### config.mk
export PLATFORM = sky130hd
export DESIGN_NAME = game_round_ctrl
export DESIGN_NICKNAME = d
export VERILOG_FILES = /design/src/rtl/game_pkg.sv /design/src/rtl/game_target_gen.sv /design/src/rtl/game_round_ctrl.sv
export SDC_FILE = /design/constraint.sdc
export NUM_CORES = 1
export LEC_CHECK = 0
export CAP_MARGIN = 10
export CORE_ASPECT_RATIO = 0.75
export CORE_MARGIN = 3
export CORE_UTILIZATION = 49
export CTS_BUF_LIST = sky130_fd_sc_hd__clkbuf_2
export CTS_CLUSTER_DIAMETER = 30
export DETAILED_ROUTE_END_ITERATION = 16
export GPL_TIMING_DRIVEN = 0
export PLACE_DENSITY = 0.78
export SLEW_MARGIN = 5
export SYNTH_ARGS = -nofsm -noshare
export SYNTH_HDL_FRONTEND = slang
export SYNTH_SLANG_ARGS = --single-unit
### constraint.sdc
create_clock -name clk -period 1.76 [get_ports clk]
set_input_delay 0.528 -clock clk [delete_from_list [all_inputs] [get_ports clk]]
set_output_delay 0.528 -clock clk [all_outputs]
set_load 0.03 [all_outputs]
### src/rtl/game_pkg.sv
// Shared types and constants for the game round controller.
// GAME_ROUND_LFSR_EN selects the LFSR target source in game_target_gen.
package game_pkg;

    typedef enum logic [2:0] {
        ST_IDLE,
        ST_LOAD,
        ST_PLAY,
        ST_WIN,
        ST_LOSE,
        ST_OVER
    } state_t;

    // Fibonacci LFSR, taps at bits 8,6,5,4 (1-based) => mask bits 7,5,4,3
    localparam logic [7:0] LFSR_SEED   = 8'h01;
    localparam logic [7:0] LFSR_TAPS   = 8'b1011_1000;
    localparam logic [7:0] TARGET_STEP = 8'd37;
    localparam logic [7:0] BCD_MAX     = 8'h99;

    function automatic logic [7:0] bcd_inc(input logic [7:0] v);
        logic [7:0] r;
        if (v == BCD_MAX)
            r = v;
        else if (v[3:0] == 4'd9)
            r = {v[7:4] + 4'd1, 4'd0};
        else
            r = {v[7:4], v[3:0] + 4'd1};
        return r;
    endfunction

endpackage

### src/rtl/game_target_gen.sv
// Holds the target register and produces its next value on load.
// GAME_ROUND_LFSR_EN defined: free-running LFSR; undefined: previous target + 37, 0 -> 1.
module game_target_gen
    import game_pkg::*;
(
    input  logic       clk,
    input  logic       rst,
    input  logic       load,
    output logic [7:0] target
);

    logic [7:0] target_q;
    logic [7:0] target_d;
    logic [7:0] next_target;

`ifdef GAME_ROUND_LFSR_EN
    logic [7:0] lfsr_q;
    logic [7:0] lfsr_d;

    always_comb begin
        lfsr_d      = {lfsr_q[6:0], ^(lfsr_q & LFSR_TAPS)};
        next_target = lfsr_q;
    end

    always_ff @(posedge clk or posedge rst) begin
        if (rst)
            lfsr_q <= LFSR_SEED;
        else
            lfsr_q <= lfsr_d;
    end
`else
    logic [7:0] stepped;

    always_comb begin
        stepped     = target_q + TARGET_STEP;
        next_target = (stepped == 8'h00) ? 8'h01 : stepped;
    end
`endif

    always_comb begin
        target_d = load ? next_target : target_q;
    end

    always_ff @(posedge clk or posedge rst) begin
        if (rst)
            target_q <= 8'h01;
        else
            target_q <= target_d;
    end

    assign target = target_q;

endmodule

### src/rtl/game_round_ctrl.sv
// Round sequencer for the number-matching game: target load, play, result hold, game over.
// Target source chosen by GAME_ROUND_LFSR_EN inside game_target_gen.
//
// state | meaning
// IDLE  | after reset, waiting for start
// LOAD  | one cycle: reload countdown timer, register next target
// PLAY  | timer running, waiting for submit or timeout
// WIN   | correct answer, indicator held HOLD_CYCLES
// LOSE  | wrong answer or timeout, indicator held HOLD_CYCLES
// OVER  | no lives left, waiting for start
module game_round_ctrl
    import game_pkg::*;
#(
    parameter int LIVES       = 3,
    parameter int HOLD_CYCLES = 100
) (
    input  logic       clk,
    input  logic       rst,
    input  logic       start,
    input  logic       submit,
    input  logic [7:0] answer,
    input  logic       time_out,
    output logic       timer_enable,
    output logic       timer_reconfig,
    output logic [7:0] target,
    output logic [3:0] score_ones,
    output logic [3:0] score_tens,
    output logic [2:0] lives_left,
    output logic       win,
    output logic       lose,
    output logic       game_over
);

    localparam int              HOLD_W     = $clog2(HOLD_CYCLES + 1);
    localparam logic [HOLD_W-1:0] HOLD_LOAD = HOLD_W'(HOLD_CYCLES - 1);
    localparam logic [2:0]      LIVES_INIT = 3'(LIVES);

    state_t              state_q, state_d;
    logic [HOLD_W-1:0]   hold_cnt_q, hold_cnt_d;
    logic [7:0]          score_q, score_d;
    logic [2:0]          lives_q, lives_d;
    logic                timer_enable_q, timer_enable_d;
    logic                timer_reconfig_q, timer_reconfig_d;
    logic                win_q, win_d;
    logic                lose_q, lose_d;
    logic                game_over_q, game_over_d;
    logic                target_load;

    always_comb begin
        state_d    = state_q;
        hold_cnt_d = hold_cnt_q;
        score_d    = score_q;
        lives_d    = lives_q;
        case (state_q)
            ST_IDLE: begin
                if (start)
                    state_d = ST_LOAD;
            end
            ST_LOAD: begin
                state_d = ST_PLAY;
            end
            ST_PLAY: begin
                // Timeout has priority over a submit arriving in the same cycle
                if (time_out || (submit && (answer != target))) begin
                    state_d    = ST_LOSE;
                    lives_d    = lives_q - 3'd1;
                    hold_cnt_d = HOLD_LOAD;
                end else if (submit) begin
                    state_d    = ST_WIN;
                    score_d    = bcd_inc(score_q);
                    hold_cnt_d = HOLD_LOAD;
                end
            end
            ST_WIN: begin
                if (hold_cnt_q == '0)
                    state_d = ST_LOAD;
                else
                    hold_cnt_d = hold_cnt_q - 1'b1;
            end
            ST_LOSE: begin
                if (hold_cnt_q == '0)
                    state_d = (lives_q == 3'd0) ? ST_OVER : ST_LOAD;
                else
                    hold_cnt_d = hold_cnt_q - 1'b1;
            end
            ST_OVER: begin
                if (start) begin
                    state_d = ST_LOAD;
                    score_d = 8'h00;
                    lives_d = LIVES_INIT;
                end
            end
            default: state_d = ST_IDLE;
        endcase

        // Outputs registered from the next state so they line up with state_q
        timer_enable_d   = (state_d == ST_PLAY);
        timer_reconfig_d = (state_d == ST_LOAD);
        win_d            = (state_d == ST_WIN);
        lose_d           = (state_d == ST_LOSE);
        game_over_d      = (state_d == ST_OVER);
        target_load      = (state_d == ST_LOAD);
    end

    always_ff @(posedge clk or posedge rst) begin
        if (rst) begin
            state_q          <= ST_IDLE;
            hold_cnt_q       <= '0;
            score_q          <= 8'h00;
            lives_q          <= LIVES_INIT;
            timer_enable_q   <= 1'b0;
            timer_reconfig_q <= 1'b0;
            win_q            <= 1'b0;
            lose_q           <= 1'b0;
            game_over_q      <= 1'b0;
        end else begin
            state_q          <= state_d;
            hold_cnt_q       <= hold_cnt_d;
            score_q          <= score_d;
            lives_q          <= lives_d;
            timer_enable_q   <= timer_enable_d;
            timer_reconfig_q <= timer_reconfig_d;
            win_q            <= win_d;
            lose_q           <= lose_d;
            game_over_q      <= game_over_d;
        end
    end

    game_target_gen u_target_gen (
        .clk    (clk),
        .rst    (rst),
        .load   (target_load),
        .target (target)
    );

    assign timer_enable   = timer_enable_q;
    assign timer_reconfig = timer_reconfig_q;
    assign score_ones     = score_q[3:0];
    assign score_tens     = score_q[7:4];
    assign lives_left     = lives_q;
    assign win            = win_q;
    assign lose           = lose_q;
    assign game_over      = game_over_q;

endmodule
==> results.cfg <==
[run_status]
run_status = finished with violations
violations = negative setup slack

[clock_network]
clkSinkCount = 34
clock-root-buffer = clkbuf_2
holdBufCountCts = 0
cts_made_buffers = 5
cts_buffer_depth = 2
clk_latency_ns = 0.40
clk_pin_slew_worst_paths_ns = 0.19
htreeDepth = 2
cts_tree = built

[synthesis]
syn-num-nets = 230
syn_inst = 208
synthTopCellsByArea = dfrtp_1, ha_1, xor2_1
yosys_warnings = 0
synth_area_leader_cell = dfrtp_1
avgSynthCellArea_sq_um = 10.2
synth_cell_types = 58
synth_top_cell_area_share = 0.365
ys.flop_type = dfrtp_1
ys_ff_latch = 34
synth_edf_count = 0
netlist_area_sq_um = 2130
async_reset_ff_frac = 1.00
synth_seq_area_share = 0.402

[detailed_routing]
first_pass_iters = 4
ant_nets = 0
post_drt_wl_per_cell_um = 18.1
drc = 0
dr_total_vias = 2017
route.final.wire_length_mm = 6.34
vias_per_cell = 5.75
drt_iter0_markers = 154

[global_route]
grt_max_degree = 21
track_usage = 0.225
grt_pass1_vias = 1847
overflow = 0
met3_usage = 0.0476
grt.busiest_layer = met2
grt_use_met1 = 0.317
antenna_found_initial = 0
grt_pass1_wl_mm = 9.03
met2_usage = 0.348

[critical_path]
critPathArrivalTime_ns = 2.25
r2r-start = hold_cnt_q[1]
worst_path_max_delay_cell = dfrtp_1
critical_path.max_stage_delay_ns = 0.44
cp-end-kind = flip-flop
r2r-end = u_target_gen.target[1]
worstSetupStartpoint = hold_cnt_q[1]
crit_type = flip-flop to flip-flop
cp-start-kind = flip-flop
path_max_fanout = 4
ff2ff_path_depth = 9
crit_end = u_target_gen.target[1]
crit_chain = inv_2 -> ha_4 -> nor3b_4 -> nand4b_1 -> a21oi_4 -> buf_4 -> buf_6 -> o211ai_1 -> o21ai_1
worstPathRequired_ns = 2.07
regToRegSetupSlack_ns = -0.18

[final_layout]
area_growth_pct = 56.0
fill_cells = 219
final_area_sq_um = 3320
layout.nets = 317
drive_gt1_frac = 0.486
stdcell_count = 351
antenna_cells = 0

[power]
switchingPower_w = 0.00250
p_seq_frac = 0.270
p_int_w = 0.00279
vdd_drop_max_uv = 1150
pwr-share-comb = 0.657
power_density_nw_per_um2 = 1600
clockPowerShare = 0.073
swShare = 0.473
leakagePower_nw = 1.52

[place]
dp.cells = 300
place.gp.congestion = 0.885
port_buffers = 36
postPlaceCellArea_sq_um = 2600
dpl.hpwl_mm = 3.40

[sta]
finalCritPeriodShare = 1.10
finalSetupViolations = 15
slew_headroom = 0.455
final-hold-violation-count = 0
fmax_ghz = 0.517
rsz0062_at_grt = yes
fin_skew_ns = 0.0205
finalCriticalPeriod_ns = 1.94
fin_ws_ns = -0.175
finalMaxSlewViolations = 0
tightest_slew_ns = 0.817

[die]
core-area_sq_um = 4100
start_util = 0.518
dieArea_sq_um = 5170
row_count = 20
io_pins = 37
fp.dieW_um = 82.1
die_y_um = 63.0

[worst_hold_path]
hp-class = flip-flop to flip-flop
worstHoldStart = lives_left[2]

[job]
drv_cap = 0
-- worst min-delay path by stage --
stage | slack, ns | end | cells past startpoint
final | 0.52 | lives_left[2] | 1
after global routing | 0.56 | lives_left[2] | 1
after CTS | 0.51 | lives_left[2] | 1
after detailed placement | 0.50 | lives_left[2] | 1
after global placement | 0.49 | lives_left[2] | 1
after floorplan | 0.50 | hold_cnt_q[6] | 2
-- through the flow --
stage | setup slack, ns | total power, W | util | setup TNS, ns | hold WS [ns]
3_5_place_dp | -0.640 | 0.00378 | 0.634 | -11.95 | 0.497
6_report | -0.175 | 0.00529 | 0.808 | -1.37 | 0.518
2_1_floorplan | -0.0896 | 0.00306 | - | -0.366 | 0.502
4_1_cts | -0.0913 | 0.00452 | 0.719 | -0.619 | 0.510
5_1_grt | -0.258 | 0.00560 | 0.808 | -3.21 | 0.557
3_3_place_gp | -0.639 | 0.00372 | 0.630 | -22.83 | 0.487
-- metal layers --
metal	vias to the layer above	part of all wire
met5	-	0
met2	78	0.49
met4	0	0.024
met3	20	0.057
met1	993	0.43
li1	926	-
-- power groups by stage --
stage	Combinational, W	Sequential [W]	Clock, W
after floorplan	0.00129	0.00178	0
after global placement	0.00227	0.00145	0
after detailed placement	0.00232	0.00146	0
after CTS	0.00267	0.00146	0.000396
after global routing	0.00371	0.00147	0.000420
final	0.00348	0.00143	0.000387
-- worst max-delay path: cells and delay by family (launching register included) --
family | cells | cell delay (ns)
adder cells (fa/ha/maj) | 1 | 0.12
flip-flops | 1 | 0.44
buffers and inverters | 3 | 0.32
AO/OA/AOI/OAI | 3 | 0.47
AND/OR/NAND/NOR | 2 | 0.48
-- synthesized netlist by cell type (3+ instances only) --
cell and n:
nor2_1 13, nor3_1 3, inv_1 12, o211ai_1 3
o22ai_1 4, dfrtp_1 31, nand3b_1 4, nand3_1 9
nor2b_1 4, mux2i_1 5, xor2_1 10, nand2_1 15
xnor2_1 8, ha_1 9, o21ai_1 5, o21bai_1 3
and3b_1 3, dfstp_2 3, o21ai_0 7, a21oi_1 6
-- cells by family after synthesis --
family / synth area share
buffers and inverters: 0.0377
XOR/XNOR: 0.0742
AO/OA/AOI/OAI: 0.162
flip-flops: 0.402
multiplexers: 0.0235
AND/OR/NAND/NOR: 0.247
adder cells (fa/ha/maj): 0.0530
-- registers in the layout (all words and copies together), names as in the netlist --
signal               cells
state_q                  3
timer_enable             1
timer_reconfig           1
win                      1
u_target_gen.target      8
game_over                1
lives_left               3
hold_cnt_q               7
lose                     1
score_q                  8
-- cell usage in the layout (no fill, tap or decap), drive strengths merged, types with 6 or more instances in the layout --
master         netlist  routed
dlygate4sd2          0      10
clkdlybuf4s50        0       6
ha                   9       9
xnor2                8       8
dfrtp               31      31
buf                  3      55
nor2                13      13
clkbuf               2      11
a21oi                7       7
inv                 12      12
nand3                9       9
nand2               15      15
nor3                 6       6
xor2                10      10
clkdlybuf4s15        0       8
o21ai               13      13
-- timing repair --
action / in CTS / in global routing
pin swaps: 16 / 27
buffers inserted: 21 / 23
setup endpoints to repair: 51 / 38
resized for setup: 104 / 56
-- cell type report --
class                           instances  area, sq um  area share
Multi-Input combinational cell        157         1540       0.464
Sequential cell                        34          868       0.262
Timing Repair Buffer                   80          712       0.215
Tap cell                               55         68.8      0.0207
Inverter                               12         45.0      0.0136
Buffer                                  5         43.8      0.0132
Clock buffer                            8         40.0      0.0121
(Power assumes the default switching activity.)
